==> src/rtl/fpu_pkg.sv <==
// Shared types and helpers for the iterative floating-point divider:
// FSM states, operand classes, exception-flag bundle, exponent bias,
// field positions and canonical special encodings for any EXP_W/MAN_W.
// Optional build macro FPU_DIV_RNE_EN (round-to-nearest-even) is used by the
// divider top, not by this package.
package fpu_pkg;

    typedef enum logic [1:0] {
        IDLE,
        DIV,
        ROUND,
        DONE
    } div_state_t;

    typedef enum logic [1:0] {
        ZERO,
        NORM,
        INF,
        NAN
    } fp_class_t;

    typedef struct packed {
        logic overflow;
        logic underflow;
        logic div_by_zero;
        logic invalid;
    } fp_flags_t;

    // IEEE-style exponent bias: 2^(EXP_W-1) - 1
    function automatic int exp_bias(input int exp_w);
        return (1 << (exp_w - 1)) - 1;
    endfunction

    // Bit position of the sign field
    function automatic int sign_bit(input int exp_w, input int man_w);
        return exp_w + man_w;
    endfunction

    // Bit position of the exponent field MSB
    function automatic int exp_msb(input int exp_w, input int man_w);
        return exp_w + man_w - 1;
    endfunction

    // Positive infinity: exponent all ones, fraction zero
    function automatic logic [63:0] canon_inf(input int exp_w, input int man_w);
        return ((64'd1 << exp_w) - 64'd1) << man_w;
    endfunction

    // Canonical quiet NaN: sign 0, exponent all ones, fraction MSB only
    function automatic logic [63:0] canon_qnan(input int exp_w, input int man_w);
        return canon_inf(exp_w, man_w) | (64'd1 << (man_w - 1));
    endfunction

endpackage

==> src/rtl/fpu_div_classify.sv <==
// Operand classifier for the divider: classifies the dividend and divisor
// (subnormals fold into ZERO) and resolves every non-(normal/normal) pair
// into its final result and exception flags in a single combinational step.
module fpu_div_classify
    import fpu_pkg::*;
#(
    parameter int EXP_W = 8,
    parameter int MAN_W = 23,
    localparam int W = 1 + EXP_W + MAN_W
) (
    input  logic [W-1:0] a,
    input  logic [W-1:0] b,
    output logic         is_special,
    output logic [W-1:0] special_result,
    output fp_flags_t    special_flags
);

    localparam int SIGN = sign_bit(EXP_W, MAN_W);
    localparam int EMSB = exp_msb(EXP_W, MAN_W);
    localparam logic [W-1:0] QNAN    = W'(canon_qnan(EXP_W, MAN_W));
    localparam logic [W-1:0] POS_INF = W'(canon_inf(EXP_W, MAN_W));

    logic [W-1:0] ops [2];
    fp_class_t    cls [2];
    logic         res_sign;

    assign ops[0]   = a;
    assign ops[1]   = b;
    assign res_sign = a[SIGN] ^ b[SIGN];

    for (genvar gi = 0; gi < 2; gi++) begin : g_cls
        logic [EXP_W-1:0] fld_exp;
        logic [MAN_W-1:0] fld_frac;
        assign fld_exp  = ops[gi][EMSB -: EXP_W];
        assign fld_frac = ops[gi][MAN_W-1:0];
        // A zero exponent covers both true zero and subnormals
        assign cls[gi]  = (fld_exp == '0) ? ZERO :
                          (fld_exp == '1) ? ((fld_frac == '0) ? INF : NAN) :
                          NORM;
    end

    // Special-case resolution; only normal/normal falls through to the divider
    always_comb begin
        is_special     = 1'b1;
        special_result = '0;
        special_flags  = '0;
        if (cls[0] == NAN || cls[1] == NAN ||
            (cls[0] == ZERO && cls[1] == ZERO) ||
            (cls[0] == INF  && cls[1] == INF)) begin
            special_result        = QNAN;
            special_flags.invalid = 1'b1;
        end else if (cls[0] == INF) begin
            special_result       = POS_INF;
            special_result[SIGN] = res_sign;
        end else if (cls[1] == ZERO) begin
            special_result            = POS_INF;
            special_result[SIGN]      = res_sign;
            special_flags.div_by_zero = 1'b1;
        end else if (cls[1] == INF || cls[0] == ZERO) begin
            special_result[SIGN] = res_sign;
        end else begin
            is_special = 1'b0;
        end
    end

endmodule

==> src/rtl/fpu_iter_divider.sv <==
// Iterative floating-point divider: radix-2 restoring significand division,
// one quotient bit per cycle, followed by a one-cycle normalise/round stage.
// Special operands bypass the iteration and complete one edge after accept.
// Build macro FPU_DIV_RNE_EN: round-to-nearest-even; otherwise truncate.
module fpu_iter_divider
    import fpu_pkg::*;
#(
    parameter int EXP_W = 8,
    parameter int MAN_W = 23,
    localparam int W = 1 + EXP_W + MAN_W
) (
    input  logic         clk,
    input  logic         rst,
    input  logic         in_valid,
    output logic         in_ready,
    input  logic [W-1:0] A,
    input  logic [W-1:0] B,
    output logic         out_valid,
    input  logic         out_ready,
    output logic [W-1:0] result,
    output logic         overflow,
    output logic         underflow,
    output logic         div_by_zero,
    output logic         invalid
);

    localparam int SIGN = sign_bit(EXP_W, MAN_W);
    localparam int EMSB = exp_msb(EXP_W, MAN_W);
    localparam int QW   = MAN_W + 3;   // quotient: integer bit + MAN_W+2 fraction bits
    localparam int RW   = MAN_W + 2;   // partial remainder
    localparam int SW   = MAN_W + 1;   // significand with hidden bit
    localparam int XW   = EXP_W + 2;   // signed exponent working width
    localparam int CW   = $clog2(MAN_W + 3) + 1;

    localparam logic signed [XW-1:0] BIAS     = XW'(exp_bias(EXP_W));
    localparam logic signed [XW-1:0] EXP_MAX  = XW'((1 << EXP_W) - 1);
    localparam logic signed [XW-1:0] EXP_ZERO = '0;
    localparam logic signed [XW-1:0] EXP_ONE  = XW'(1);
    localparam logic [CW-1:0]        LAST_CNT = CW'(MAN_W + 2);

    div_state_t state_reg, state_next;

    logic                 sign_reg;
    logic signed [XW-1:0] exp_reg;
    logic [SW-1:0]        div_reg;
    logic [RW-1:0]        rem_reg;
    logic [QW-1:0]        quo_reg;
    logic [CW-1:0]        cnt_reg;
    logic [W-1:0]         result_reg;
    fp_flags_t            flags_reg;

    logic                 is_special;
    logic [W-1:0]         special_result;
    fp_flags_t            special_flags;

    fpu_div_classify #(
        .EXP_W (EXP_W),
        .MAN_W (MAN_W)
    ) u_classify (
        .a              (A),
        .b              (B),
        .is_special     (is_special),
        .special_result (special_result),
        .special_flags  (special_flags)
    );

    logic [SW-1:0]        sig_a, sig_b;
    logic signed [XW-1:0] exp_load;

    assign sig_a    = {1'b1, A[MAN_W-1:0]};
    assign sig_b    = {1'b1, B[MAN_W-1:0]};
    assign exp_load = $signed({2'b00, A[EMSB -: EXP_W]})
                    - $signed({2'b00, B[EMSB -: EXP_W]}) + BIAS;

    // One restoring-division step. The accept cycle produces the integer
    // quotient bit straight from the operands, so the whole MAN_W+3-bit
    // quotient is done MAN_W+2 DIV cycles later.
    logic [RW-1:0] step_rem, rem_keep, rem_next;
    logic [SW-1:0] step_div;
    logic [RW:0]   trial;
    logic          q_bit;

    always_comb begin
        step_rem = (state_reg == IDLE) ? {1'b0, sig_a} : rem_reg;
        step_div = (state_reg == IDLE) ? sig_b : div_reg;
        trial    = {1'b0, step_rem} - {2'b00, step_div};
        q_bit    = ~trial[RW];
        rem_keep = q_bit ? trial[RW-1:0] : step_rem;
        rem_next = rem_keep << 1;
    end

    // Normalise, round and range-check the finished quotient
    logic                 q_msb, round_up, carry;
    logic [SW-1:0]        mant_pre;
    logic [SW:0]          mant_rnd;
    logic [MAN_W-1:0]     frac;
    logic signed [XW-1:0] exp_norm, exp_fin;
    logic [W-1:0]         round_result;
    fp_flags_t            round_flags;
`ifdef FPU_DIV_RNE_EN
    logic                 guard, sticky;
`endif

    always_comb begin
        q_msb    = quo_reg[QW-1];
        mant_pre = q_msb ? quo_reg[QW-1:2] : quo_reg[QW-2:1];
        exp_norm = q_msb ? exp_reg : exp_reg - EXP_ONE;
`ifdef FPU_DIV_RNE_EN
        guard    = q_msb ? quo_reg[1] : quo_reg[0];
        sticky   = (q_msb & quo_reg[0]) | (rem_reg != '0);
        round_up = guard & (sticky | mant_pre[0]);
`else
        round_up = 1'b0;
`endif
        mant_rnd = {1'b0, mant_pre} + {{SW{1'b0}}, round_up};
        carry    = mant_rnd[SW];
        exp_fin  = exp_norm + $signed({{(XW-1){1'b0}}, carry});
        frac     = carry ? mant_rnd[MAN_W:1] : mant_rnd[MAN_W-1:0];

        round_flags  = '0;
        round_result = '0;
        if (exp_fin >= EXP_MAX) begin
            round_result         = {sign_reg, {EXP_W{1'b1}}, {MAN_W{1'b0}}};
            round_flags.overflow = 1'b1;
        end else if (exp_fin <= EXP_ZERO) begin
            round_result          = {sign_reg, {(W-1){1'b0}}};
            round_flags.underflow = 1'b1;
        end else begin
            round_result = {sign_reg, exp_fin[EXP_W-1:0], frac};
        end
    end

    // State register
    always_ff @(posedge clk) begin
        if (rst) begin
            state_reg <= IDLE;
        end else begin
            state_reg <= state_next;
        end
    end

    // Next-state logic
    always_comb begin
        state_next = state_reg;
        case (state_reg)
            IDLE:    if (in_valid) state_next = is_special ? DONE : DIV;
            DIV:     if (cnt_reg == LAST_CNT) state_next = ROUND;
            ROUND:   state_next = DONE;
            DONE:    if (out_ready) state_next = IDLE;
            default: state_next = IDLE;
        endcase
    end

    // Datapath: operand capture, iteration, and result/flag capture
    always_ff @(posedge clk) begin
        if (rst) begin
            sign_reg   <= 1'b0;
            exp_reg    <= '0;
            div_reg    <= '0;
            rem_reg    <= '0;
            quo_reg    <= '0;
            cnt_reg    <= '0;
            result_reg <= '0;
            flags_reg  <= '0;
        end else begin
            case (state_reg)
                IDLE: begin
                    if (in_valid) begin
                        sign_reg <= A[SIGN] ^ B[SIGN];
                        exp_reg  <= exp_load;
                        div_reg  <= sig_b;
                        rem_reg  <= rem_next;
                        quo_reg  <= {{(QW-1){1'b0}}, q_bit};
                        cnt_reg  <= CW'(1);
                        if (is_special) begin
                            result_reg <= special_result;
                            flags_reg  <= special_flags;
                        end
                    end
                end
                DIV: begin
                    rem_reg <= rem_next;
                    quo_reg <= {quo_reg[QW-2:0], q_bit};
                    cnt_reg <= cnt_reg + CW'(1);
                end
                ROUND: begin
                    result_reg <= round_result;
                    flags_reg  <= round_flags;
                end
                default: ;
            endcase
        end
    end

    assign in_ready    = (state_reg == IDLE);
    assign out_valid   = (state_reg == DONE);
    assign result      = result_reg;
    assign overflow    = flags_reg.overflow;
    assign underflow   = flags_reg.underflow;
    assign div_by_zero = flags_reg.div_by_zero;
    assign invalid     = flags_reg.invalid;

endmodule

==> config.mk <==
export PLATFORM = sky130hd
export DESIGN_NAME = fpu_iter_divider
export DESIGN_NICKNAME = d
export VERILOG_FILES = /design/src/rtl/fpu_pkg.sv /design/src/rtl/fpu_div_classify.sv /design/src/rtl/fpu_iter_divider.sv
export SDC_FILE = /design/constraint.sdc
export NUM_CORES = 1
export LEC_CHECK = 0
export BUFFER_PORTS_ARGS = -buffer_cell sky130_fd_sc_hd__buf_4
export CORE_UTILIZATION = 60
export CTS_CLUSTER_DIAMETER = 80
export DETAILED_ROUTE_END_ITERATION = 8
export PLACE_DENSITY_LB_ADDON = 0.12
export SYNTH_ARGS = -nofsm -noshare
export SYNTH_HDL_FRONTEND = slang
export SYNTH_SLANG_ARGS = --single-unit
==> constraint.sdc <==
create_clock -name clk -period 10.7 [get_ports clk]
set_input_delay 1.605 -clock clk [delete_from_list [all_inputs] [get_ports clk]]
set_output_delay 1.605 -clock clk [all_outputs]
set_load 0.02 [all_outputs]
==> results.toml <==
[routing]
wire_per_inst_um = 16.7
dr.pass1.iters = 5
drtAntennaViolNets = 0
viasPerCell = 6.06
first_iter_violations = 608
dr_total_vias = 7277
drc = 0
routed_wl_um = 20100

[layout]
drive_gt1_share_pct = 20.5
area_delta_synth_final_pct = 18.1
finalNetCount = 1126
fill_cells = 982
diodes = 0
final_design_area_no_fill_sq_um = 9370
largest_reg_flops = 32

[clock_tree]
cts_setup_buffers = 0
hold_buffers = 0
cts_root_buf = "clkbuf_16"
cts_resized = 0
cts_tree = "built"
cts_buffer_depth = 2
clk_pin_slew_ns = 0.06
cts_buffers = 17
cts.sinks = 129
clk_latency_ns = 0.42
htree_levels = 4

[status]
status = "complete, no violations"

[sta]
finClkSkew_ns = 0.00714
fin_crit_sh_pct = 42.6
maxSlewHeadroom_pct = 30.5
hold_viol = 0
setup_tns_ns = 0
layout_min_cycle_time_ns = 4.56
tightestPinTransition_ns = 1.04
worst_slack_ns = 6.14
grt_setup_unrepaired = "false"
final_max_slew_viol_count = 0
fmax_mhz = 219
setup_viol = 0

[synth]
synth_edf_count = 0
yosys_warnings = 0
synthFlopType = "dfxtp_1"
syn_nets = 1053
yosysMostFrequentCell = "dfxtp_1"
synth_area_sq_um = 7940
syn_inst = 943
ys_top_cells_by_count = "129 x dfxtp_1, 116 x nor2_1, 92 x nand2_1, 66 x a21oi_1, 51 x a22oi_1"
yosysSeqAreaShare_pct = 32.5
yosys.cell_types.count = 75
syn_area_per_cell_sq_um = 8.42
ys_ff_latch = 129
yosysTopAreaCellShare_pct = 32.5
synth_largest_area_cell = "dfxtp_1"
synthTopCellsByArea = "dfxtp_1 33%, mux2_2 6.7%, ha_1 6.3%"
async_flop_share_pct = 0

[critical_path]
crit_type = "flip-flop to flip-flop"
timing.rr.start = "state_reg[1]$_SDFFE_PP0P_"
cp.required_ns = 11.02
worstPathArrival_ns = 4.88
ff2ff_setup_slack_ns = 6.14
setup.worst_path.end = "rem_reg[1]$_SDFFE_PP0P_"
cp-startpoint = "state_reg[1]$_SDFFE_PP0P_"
worst_setup_path_start_kind = "flip-flop"
crit_fanout = 57
worst_setup_path_end_kind = "flip-flop"
reg2reg_depth = 13
worstReg2RegEnd = "rem_reg[1]$_SDFFE_PP0P_"

[placed_design]
globalplace.congestion = 0.951
portBuffers = 105
placed_area_sq_um = 8730
preCtsSetupSlack_ns = 5.87
dp_hpwl_um = 13800

[global_routing]
grt_antenna_before_repair = 0
first_global_vias = 6438
grt_pass1_wl_um = 32000
overflow = 0
grt_max_degree = 69
grt_usage_pct = 30.2

[power_and_ir_drop]
p_leak_nw = 3.94
p_per_area_nw_per_um2 = 296
vdd_drop_max_uv = 154
finalPower_mw = 2.77

[min_path]
holdCritPathClass = "flip-flop to flip-flop"
holdPathStages = 2

[floorplan]
initial_core_util_pct = 62.1
io_pins = 106
core_sq_um = 12800
die_area_sq_um = 13700
die_w_um = 117
die_h_um = 117
rows = 41

[job]
drv_cap = 0
-- worst max-delay path: stages, from the launching register on --
cell,delay (ns)
dfxtp_1,0.34
inv_1,0.10
ha_2,0.16
buf_4,0.62
mux2i_1,0.56
ha_1,0.34
nor2b_1,0.14
o31a_1,0.27
o31ai_2,0.28
o22a_1,0.30
a31oi_4,0.15
a21boi_4,0.53
mux2_2,0.40
a211oi_1,0.24
-- through the flow --
stage | util [%] | hold slack [ns] | instances
floorplan | - | 0.434 | 943
global placement | 68.3 | 0.441 | 1169
detailed placement | 68.3 | 0.445 | 1169
CTS | 73.4 | 0.453 | 1201
global route | 73.4 | 0.468 | 1201
finish | 73.4 | 0.453 | 1201
-- per-layer routing --
layer,routed length (um),up-vias,GRT usage (%),part of all wire (%)
li1,-,3598,-,-
met1,9470,3399,43.1,47
met2,9060,264,47.2,45
met3,1390,16,5.30,6.9
met4,178,0,7.26,0.89
met5,0,-,0,0
-- how the worst min path moves through the flow --
stage                                         from                        to  slack (ns)
after floorplan            div_reg[0]$_SDFFE_PP0P_   div_reg[0]$_SDFFE_PP0P_        0.43
after global placement    div_reg[20]$_SDFFE_PP0P_  div_reg[20]$_SDFFE_PP0P_        0.44
after detailed placement   div_reg[0]$_SDFFE_PP0P_   div_reg[0]$_SDFFE_PP0P_        0.44
after CTS                  div_reg[0]$_SDFFE_PP0P_   div_reg[0]$_SDFFE_PP0P_        0.45
after global routing      div_reg[11]$_SDFFE_PP0P_  div_reg[11]$_SDFFE_PP0P_        0.47
final                     div_reg[22]$_SDFFE_PP0P_  div_reg[22]$_SDFFE_PP0P_        0.45
-- cell type report --
cell class	instances	area [sq um]	area share, %
sequential	129	2580	27.6
tap	172	215	2.30
clock buffer	19	443	4.73
multi-input combinational	727	4980	53.1
clock inverter	13	200	2.14
inverter	29	109	1.16
timing repair buffer	112	841	8.97
-- layout by cell type (no fill, tap or decap), types with 10 or more instances in the layout --
cell and count:
nand2_1 92, nor4_1 20, a21oi_1 65, mux2i_1 34
nor3_1 11, inv_1 29, ha_1 39, xor2_1 18
a22oi_1 51, nand4_1 15, dfxtp_1 129, xnor2_1 18
a211oi_1 26, clkbuf_16 17, mux2_2 47, buf_4 112
a21o_1 12, nand3_1 10, nor2_1 116, o21ai_0 36
-- cell families after synthesis --
group | Yosys count | share of synthesized area [%]
simple gates | 314 | 18.5
compound gates | 254 | 22.2
flops | 129 | 32.5
buf+inv | 87 | 4.97
mux | 81 | 11.0
fa+ha+maj | 42 | 6.81
xor+xnor | 36 | 3.97
-- report_power, final --
| part | internal, mW | total, mW | switching [mW] |
|---|---|---|---|
| Combinational | 0.622 | 1.53 | 0.913 |
| Clock | 0.401 | 0.635 | 0.234 |
| Sequential | 0.554 | 0.602 | 0.0486 |
No activity file was read; power rests on OpenSTA's default activity.
